$ cat config.mk
export PLATFORM = sky130hd
export DESIGN_NAME = vga_sync_decoder
export DESIGN_NICKNAME = d
export VERILOG_FILES = /design/src/rtl/vga_sync_decoder.sv
export SDC_FILE = /design/constraint.sdc
export NUM_CORES = 1
export LEC_CHECK = 0
export ABC_AREA = 1
export BUFFER_PORTS_ARGS = -buffer_cell sky130_fd_sc_hd__buf_2
export CAP_MARGIN = 25
export CORE_ASPECT_RATIO = 1.75
export CORE_MARGIN = 3
export CORE_UTILIZATION = 35
export DETAILED_ROUTE_END_ITERATION = 10
export HOLD_SLACK_MARGIN = 0.12
export PLACE_DENSITY_LB_ADDON = 0.25
export SLEW_MARGIN = 20
export SYNTH_ARGS = -nofsm -noshare
export SYNTH_HDL_FRONTEND = slang
export SYNTH_SLANG_ARGS = --single-unit
$ cat constraint.sdc
create_clock -name clk -period 2.2 [get_ports clk]
set_input_delay 0.44 -clock clk [delete_from_list [all_inputs] [get_ports clk]]
set_output_delay 0.44 -clock clk [all_outputs]
set_load 0.01 [all_outputs]
$ cat src/rtl/vga_sync_decoder.sv
// VGA receive-side timing monitor: recovers coordinates from hsync/vsync, checks line/frame lengths, reports lock.
// Optional probe capture of the pixel colour at (probe_x, probe_y) when VGA_SYNC_PROBE_EN is defined.
module vga_sync_decoder #(
  parameter int unsigned H_TOTAL  = 800,
  parameter int unsigned H_SYNC   = 96,
  parameter int unsigned H_BACK   = 48,
  parameter int unsigned H_ACTIVE = 640,
  parameter int unsigned V_TOTAL  = 525,
  parameter int unsigned V_SYNC   = 2,
  parameter int unsigned V_BACK   = 33,
  parameter int unsigned V_ACTIVE = 480
) (
  input  logic        clk,
  input  logic        rst,
  input  logic        p_tick,
  input  logic        hsync,
  input  logic        vsync,
  input  logic [11:0] rgb,
  input  logic [9:0]  probe_x,
  input  logic [9:0]  probe_y,
  output logic [9:0]  x,
  output logic [9:0]  y,
  output logic        video_on,
  output logic        locked,
  output logic        frame_done,
  output logic        err_line,
  output logic        err_frame,
  output logic [11:0] probe_rgb,
  output logic        probe_valid
);

  localparam int unsigned CW = 10;
  localparam logic [CW-1:0] CMAX    = '1;
  localparam logic [CW-1:0] H_START = CW'(H_SYNC + H_BACK);
  localparam logic [CW-1:0] H_END   = CW'(H_SYNC + H_BACK + H_ACTIVE - 1);
  localparam logic [CW-1:0] V_START = CW'(V_SYNC + V_BACK);
  localparam logic [CW-1:0] V_END   = CW'(V_SYNC + V_BACK + V_ACTIVE - 1);
  localparam logic [CW:0]   H_LEN   = (CW+1)'(H_TOTAL);
  localparam logic [CW:0]   V_LEN   = (CW+1)'(V_TOTAL);

  typedef enum logic [1:0] {
    S_SEARCH = 2'd0,
    S_TRACK  = 2'd1,
    S_LOCKED = 2'd2
  } state_t;

  state_t          state;
  state_t          state_nxt;
  logic            hs_q;
  logic            vs_q;
  logic            hseen;
  logic            frame_line_err;
  logic [CW-1:0]   hcnt;
  logic [CW-1:0]   vcnt;
  logic [CW-1:0]   hcnt_nxt;
  logic [CW-1:0]   vcnt_nxt;
  logic            hs_fall_c;
  logic            vs_fall_c;
  logic            err_line_c;
  logic            err_frame_c;
  logic            locked_c;
  logic            video_on_c;
  logic            frame_done_c;
  logic [CW-1:0]   x_c;
  logic [CW-1:0]   y_c;

  // Edge detection, counter updates and length checks; checks use the pre-tick counts.
  always_comb begin
    hs_fall_c   = p_tick & hs_q & ~hsync;
    vs_fall_c   = p_tick & vs_q & ~vsync;
    hcnt_nxt    = hcnt;
    vcnt_nxt    = vcnt;
    if (hs_fall_c) begin
      hcnt_nxt = '0;
    end else if (hcnt != CMAX) begin
      hcnt_nxt = hcnt + CW'(1);
    end
    if (vs_fall_c) begin
      vcnt_nxt = '0;
    end else if (hs_fall_c && (vcnt != CMAX)) begin
      vcnt_nxt = vcnt + CW'(1);
    end
    err_line_c  = hs_fall_c & hseen & (state != S_SEARCH) &
                  (({1'b0, hcnt} + (CW+1)'(1)) != H_LEN);
    err_frame_c = vs_fall_c & (state != S_SEARCH) &
                  (({1'b0, vcnt} + (CW+1)'(1)) != V_LEN);
  end

  always_ff @(posedge clk or negedge rst) begin
    if (!rst) begin
      state <= S_SEARCH;
    end else begin
      state <= state_nxt;
    end
  end

  always_comb begin
    state_nxt = state;
    case (state)
      S_SEARCH: if (vs_fall_c) state_nxt = S_TRACK;
      S_TRACK: begin
        if (vs_fall_c && !frame_line_err && !err_line_c && !err_frame_c) begin
          state_nxt = S_LOCKED;
        end
      end
      S_LOCKED: begin
        if (err_line_c) begin
          state_nxt = S_SEARCH;
        end else if (err_frame_c) begin
          state_nxt = S_TRACK;
        end
      end
      default: state_nxt = S_SEARCH;
    endcase
  end

  // Next output values describe the tick being sampled, using post-update counters.
  always_comb begin
    locked_c     = 1'b0;
    video_on_c   = 1'b0;
    x_c          = '0;
    y_c          = '0;
    frame_done_c = 1'b0;
    locked_c     = (state_nxt == S_LOCKED);
    video_on_c   = locked_c &&
                   (hcnt_nxt >= H_START) && (hcnt_nxt <= H_END) &&
                   (vcnt_nxt >= V_START) && (vcnt_nxt <= V_END);
    if (video_on_c) begin
      x_c = hcnt_nxt - H_START;
      y_c = vcnt_nxt - V_START;
    end
    frame_done_c = vs_fall_c & (state == S_LOCKED) & ~err_line_c & ~err_frame_c;
  end

  always_ff @(posedge clk or negedge rst) begin
    if (!rst) begin
      hs_q           <= 1'b1;
      vs_q           <= 1'b1;
      hseen          <= 1'b0;
      frame_line_err <= 1'b0;
      hcnt           <= '0;
      vcnt           <= '0;
      x              <= '0;
      y              <= '0;
      video_on       <= 1'b0;
      locked         <= 1'b0;
      frame_done     <= 1'b0;
      err_line       <= 1'b0;
      err_frame      <= 1'b0;
    end else begin
      frame_done <= frame_done_c;
      err_line   <= err_line_c;
      err_frame  <= err_frame_c;
      if (p_tick) begin
        hs_q     <= hsync;
        vs_q     <= vsync;
        hseen    <= hseen | hs_fall_c;
        hcnt     <= hcnt_nxt;
        vcnt     <= vcnt_nxt;
        x        <= x_c;
        y        <= y_c;
        video_on <= video_on_c;
        locked   <= locked_c;
        // A frame only qualifies for lock if none of its lines were bad.
        if (vs_fall_c) begin
          frame_line_err <= 1'b0;
        end else if (err_line_c) begin
          frame_line_err <= 1'b1;
        end
      end
    end
  end

`ifdef VGA_SYNC_PROBE_EN
  always_ff @(posedge clk or negedge rst) begin
    if (!rst) begin
      probe_rgb   <= '0;
      probe_valid <= 1'b0;
    end else begin
      probe_valid <= p_tick & video_on_c & (x_c == probe_x) & (y_c == probe_y);
      if (p_tick && video_on_c && (x_c == probe_x) && (y_c == probe_y)) begin
        probe_rgb <= rgb;
      end
    end
  end
`else
  logic unused_probe;
  assign unused_probe = ^{probe_x, probe_y, rgb};
  assign probe_rgb    = '0;
  assign probe_valid  = 1'b0;
`endif

endmodule
==> results of run 1 <==
power breakdown:
group          leakage, nW  internal (W)  switching [W]  total (W)
logic                 1.82      0.000692       0.000768    0.00146
registers            0.675       0.00104      0.0000865    0.00113
clock network       0.0746      0.000428       0.000367   0.000796
logic make-up after synthesis:
logic type               after synthesis
adder cells (fa/ha/maj)                8
AND/OR/NAND/NOR                      297
XOR/XNOR                               6
other                                  1
flip-flops                            51
buffers and inverters                 84
AO/OA/AOI/OAI                         27
path summary, 6_finish.rpt:
kind                              start  cells past startpoint  slack [ps]        endpoint
max in group asynchronous           rst                      2        1790            vs_q
min in group clk                  vsync                      3         390            vs_q
worst min register to register    hseen                      2         460           hseen
worst min-delay path                rst                      2         130  frame_line_err
worst max register to register  vcnt[0]                     20        -170            x[9]
worst max-delay path            vcnt[0]                     20        -170            x[9]
synth_stat cells (3+ instances only):
cell,number,share of area (%)
nand2_1,159,18
nand2_2,7,1.3
nor2_2,4,0.75
inv_2,7,0.79
nand4_1,10,1.9
inv_1,52,5.9
buf_2,3,0.45
nor2_4,5,1.7
clkbuf_1,4,0.45
nor2_1,45,5.1
nand3_1,53,8.0
dfrtp_1,49,37
buf_4,15,3.4
nand3b_1,4,0.90
o21ai_0,15,2.3
ha_1,8,3.0
o21ai_1,6,0.90
nand3_2,4,1.2
xor2_1,5,1.3
per-stage QoR:
step	area [um^2]	hold WS [ps]
6_report	4540	129
5_1_grt	4540	148
4_1_cts	4490	135
3_5_place_dp	4210	445
3_3_place_gp	4210	436
2_1_floorplan	3410	144
worst reg2reg max path, delay by kind of cell, from the launching register on:
kind / cells / cell delay, ps
simple gates: 13 / 1100
flops: 1 / 410
buf+inv: 4 / 340
fa+ha+maj: 2 / 310
xor+xnor: 1 / 160
layer usage:
layer	part of all wire, %	track usage, %
met1	39	19.9
met4	1.2	4.98
met5	0	0
met3	3.3	1.73
met2	56	34.3
what timing repair did:
| item | in CTS | in global routing |
|---|---|---|
| pin swaps | 10 | 1 |
| buffers inserted | 9 | 2 |
| hold buffers | 0 | 0 |
| endpoints found under the setup margin | 21 | 23 |
| resized for setup | 14 | 9 |
| gates cloned | 1 | 0 |
| endpoints found under the hold margin | 0 | 0 |
area by class of cell:
class	instances	area, um^2
clock buffers	5	125
fillers	911	4610
clock inverters	3	22.5
multi-input cells	351	1810
well taps	120	150
repair buffers	128	922
flip-flops and latches	51	1280
inverters	60	229
sequential cells by signal (all words and copies together) (netlist names):
name            cells
video_on            1
y                  10
state               2
frame_line_err      1
hs_q                1
frame_done          1
x                  10
locked              1
err_line            1
vs_q                1
err_frame           1
vcnt               10
hseen               1
hcnt               10
==> impl_results.md, run 1 <==
* Adder-cell share of the synthesized area at 3.00%
* Most common library cell in the layout ignoring fill and taps: nand2_1
* Routability cong. at 0.878
* Clk buf depth at 2
* Outcome: finished with violations
* Vias in the first global route at 3,213
* Chip Height at 135 um
* Final Cycle Share at 108%
* I/O Pins at 75
* Total GRT Usage at 17.7%
* Critical Path Sink Type: flip-flop
* Simple-Gate Fraction of Synth Area at 40.5%
* Final slew viol count at 0
* Post-Place Cells at 698
* 1st-iter DRT viols at 130
* Layout cells sized above 1 at 32.3%
* Count of cell types in the netlist at 33
* Total global routing overflow at 0
* Area grow syn2layout at 36.1%
* Synth Area per Inst at 7.04 um^2
* Crit-path max FO at 4
* Die area at 10,800 um^2
* Vias/cell at 4.58
* CP cell instances: ha_4 > nand2_4 > nor2_4 > nand3_4 > nand2_4 > xor2_4 > nor2_2 > inv_1 > ha_1 > inv_1 > nand4_1 > nand2_1 > inv_1 > nand3_1 > nand2_1 > nand2_2 > nor2_4 > buf_2 > nand3_1 > nand2_1
* Antenna violations before repair at 0
* Core area at 9150 um^2
* Drt pass-1 iters at 5
* Commonest non-fill, non-tap cells in the layout: 153 x nand2_1, 93 x buf_4, 50 x inv_1
* Number of synthesized flops with an enable pin at 0
* Violated checks: negative setup slack
* Multiplexer share of the synthesized area at 0%
* Crit path largest cell delay at 410 ps
* Post-synthesis xor/xnor area fraction at 1.58%
* Final wirelength at 8.92 mm
* Wire per inst at 12.4 um
* Antenna cell count at 0
* Static leakage at 2.57 nW
* Post-Route Skew at 5.64 ps
* Largest family of logic cells by synthesized area: simple AND/OR/NAND/NOR gates
* Post-synth ARST share at 100%
* Final min period at 2370 ps
* RSZ-0062 raised after global routing: yes
* Clock sinks at 51
* Nets@finish at 642
* Hold Vio Cnt, Final at 0
* Number of setup violations in the final report at 21
* Number of synthesis warnings at 0
* Synth Area in Compound Gates at 4.73%
* Maxcap violations at 0
* Syn Std Cell Area at 3340 um^2
* Synth Instances at 474
* Initial Util at 36.5%
* Final ANT Viol Nets at 0
* Peak supply drop at 366 uV
* Drc violations at 0
* Skew-Pair Late Insertion Delay at 290 ps
* Setup ws final at -173 ps
* First-pass GRT wire length at 15.0 mm
* Crit path buf inv count at 4
* Cell family contributing the most delay on the critical path: simple AND/OR/NAND/NOR gates
* Max H-tree Level at 2
* Setup TNS at -3090 ps
* Reg clk slew, reported paths at 70 ps
* Fin cells at 718
* Pre-CTS setup slack at -283 ps
* Ys flop type: dfrtp_1
* Worst setup SP type: flip-flop
* Power per Cell Area at 746 nW/um^2
* Largest net degree at the start of global routing at 52
* Layout Utilization at 49.6%
* Rows at 46
* CTS tree: yes
* Vias after detailed routing at 3,287
* Die Wd at 79.8 um
* Worst path required time at 2440 ps
* Slowest cell on the critical path: dfrtp_1
* Post-synthesis register bit count at 51
* Hold Path Class: input pin to asynchronous set/reset pin
* PortBufs at 29
* Type of the worst setup path: flip-flop to flip-flop
* CTS Root Cell: clkbuf_16
* Data arrival, critical path at 2610 ps
* Fmax at 421 MHz
* DPL Wire Length at 6.84 mm
* Overall Power at 0.00339 W
* TritonCTS buffer count at 5
* Post-synthesis sequential area ratio at 38.3%
No activity file was read; power rests on OpenSTA's default activity.
==> run 2, diff against run 1 <==
==> constraint.sdc (replaced) <==
create_clock -name clk -period 2.2 [get_ports clk]
set_input_delay 0.22 -clock clk [delete_from_list [all_inputs] [get_ports clk]]
set_output_delay 0.22 -clock clk [all_outputs]
set_load 0.01 [all_outputs]
==> impl_results.md, run 2 (synthesis results as in run 1) <==
* Antenna cell count at 0
* Final Cycle Share at 113%
* Max H-tree Level at 2
* Initial Util at 36.5%
* Type of the worst setup path: flip-flop to flip-flop
* Vias in the first global route at 3,158
* Post-Route Skew at 10.9 ps
* Fmax at 402 MHz
* Min-delay src: vsync
* Worst Tran Pin Value at 631 ps
* Commonest non-fill, non-tap cells in the layout: 143 x nand2_1, 88 x buf_4, 49 x dfrtp_1
* Final min period at 2490 ps
* Total GRT Usage at 17.7%
* Reg clk slew, reported paths at 80 ps
* Post-Place Cells at 698
* RSZ-0062 raised after global routing: yes
* Vias/cell at 4.71
* Layout Utilization at 52.6%
* Fin cells at 724
* Drc violations at 0
* Cell family contributing the most delay on the critical path: simple AND/OR/NAND/NOR gates
* Drt pass-1 iters at 4
* Layout cells sized above 1 at 38.6%
* Clk buf depth at 2
* Data arrival, critical path at 2720 ps
* Slowest cell on the critical path: dfrtp_1
* Peak supply drop at 407 uV
* Vias after detailed routing at 3,407
* Final ANT Viol Nets at 0
* Top cell by count, worst path: nand2_2
* Crit-path max FO at 5
* Core area at 9150 um^2
* Hold Vio Cnt, Final at 0
* Crit path largest cell delay at 360 ps
* 1st-iter DRT viols at 142
* Total global routing overflow at 0
* Final hold slack at 172 ps
* Skew-Pair Late Insertion Delay at 300 ps
* Worst path required time at 2440 ps
* Rows at 46
* Setup ws final at -287 ps
* Wire per inst at 13.3 um
* CTS tree: yes
* Violated checks: negative setup slack
* Antenna violations before repair at 0
* First-pass GRT wire length at 15.0 mm
* I/O Pins at 75
* CTS Root Cell: clkbuf_16
* Final wirelength at 9.63 mm
* Maxcap violations at 0
* FF-to-FF path depth at 19
* CP startpoint: hcnt[1]
* Area grow syn2layout at 44.4%
* Worst setup SP type: flip-flop
* Outcome: finished with violations
* Number of setup violations in the final report at 21
* Hold Path Class: input pin to flip-flop
* Critical Path Sink Type: flip-flop
* Die area at 10,800 um^2
* Power per Cell Area at 735 nW/um^2
* Pre-CTS setup slack at -254 ps
* Crit path buf inv count at 4
* DPL Wire Length at 7.06 mm
* Worst R2R Start: hcnt[1]
* Stages on worst setup path at 19
* Overall Power at 0.00354 W
* Hold depth at 3
* TritonCTS buffer count at 5
* Rel. slew slack at 57.9%
* Static leakage at 2.63 nW
* Die Wd at 79.8 um
* Nets@finish at 648
* Most common library cell in the layout ignoring fill and taps: nand2_1
* PortBufs at 29
* CP cell instances: ha_2 > nand2_2 > nor2_4 > buf_6 > nand3_4 > inv_2 > o21ai_1 > buf_4 > ha_4 > nand2_2 > nand2_2 > nand2_2 > nor2_2 > o21ai_2 > nand2_2 > nor2_4 > buf_6 > nand3_2 > nand2_2
* Final slew viol count at 0
* Largest net degree at the start of global routing at 45
* Chip Height at 135 um
* Clock sinks at 51
* Routability cong. at 0.887
[run 2: worst reg2reg max path, stage by stage (launching register included)]
cell and delay (ps):
dfrtp_1 360, ha_2 190, nand2_2 80, nor2_4 160
buf_6 120, nand3_4 100, inv_2 80, o21ai_1 50
buf_4 170, ha_4 170, nand2_2 80, nand2_2 70
nand2_2 80, nor2_2 40, o21ai_2 60, nand2_2 80
nor2_4 210, buf_6 170, nand3_2 80, nand2_2 70
[run 2: layer usage]
metal / vias to the layer above / global-route usage [%] / wire [um]
met2: 77 / 32.7 / 5290
li1: 1716 / - / -
met4: 0 / 6.39 / 232
met3: 14 / 2.13 / 333
met5: - / 0 / 0
met1: 1600 / 20.5 / 3770
[run 2: final timing paths]
| path | endpoint | slack, ps |
|---|---|---|
| setup / recovery | y[1] | -290 |
| hold / removal | vs_q | 170 |
| setup reg to reg | y[1] | -290 |
| hold reg to reg | hseen | 460 |
| max in group asynchronous | vcnt[9] | 1140 |
| min in group asynchronous | x[8] | 480 |
[run 2: what timing repair did]
| item | in CTS | in global routing |
|---|---|---|
| hold endpoints to repair | 23 | 0 |
| resized for setup | 16 | 60 |
| setup endpoints to repair | 21 | 23 |
| gates cloned | 1 | 3 |
| hold buffers | 1 | 0 |
| setup buffers | 3 | 12 |
| pin swaps | 5 | 63 |
[run 2: where the power goes]
group	switching (W)	leakage [nW]	total, W	internal (W)
Sequential	0.0000881	0.675	0.00113	0.00104
Clock	0.000367	0.0669	0.000788	0.000421
Combinational	0.000855	1.88	0.00162	0.000767
Total	0.00131	2.63	0.00354	0.00223
[run 2: cell type report]
class,instances,area (um^2)
clock buffers,6,129
clock inverters,2,12.5
fillers,862,4340
inverters,60,226
multi-input cells,351,1990
flip-flops and latches,51,1280
well taps,120,150
repair buffers,134,1030
[run 2: through the flow]
stage / area [um^2] / TNS (ps)
final: 4820 / -5390
after global routing: 4820 / -8790
after CTS: 4460 / -3400
after detailed placement: 4210 / -4830
after global placement: 4210 / -4420
after floorplan: 3410 / -2730
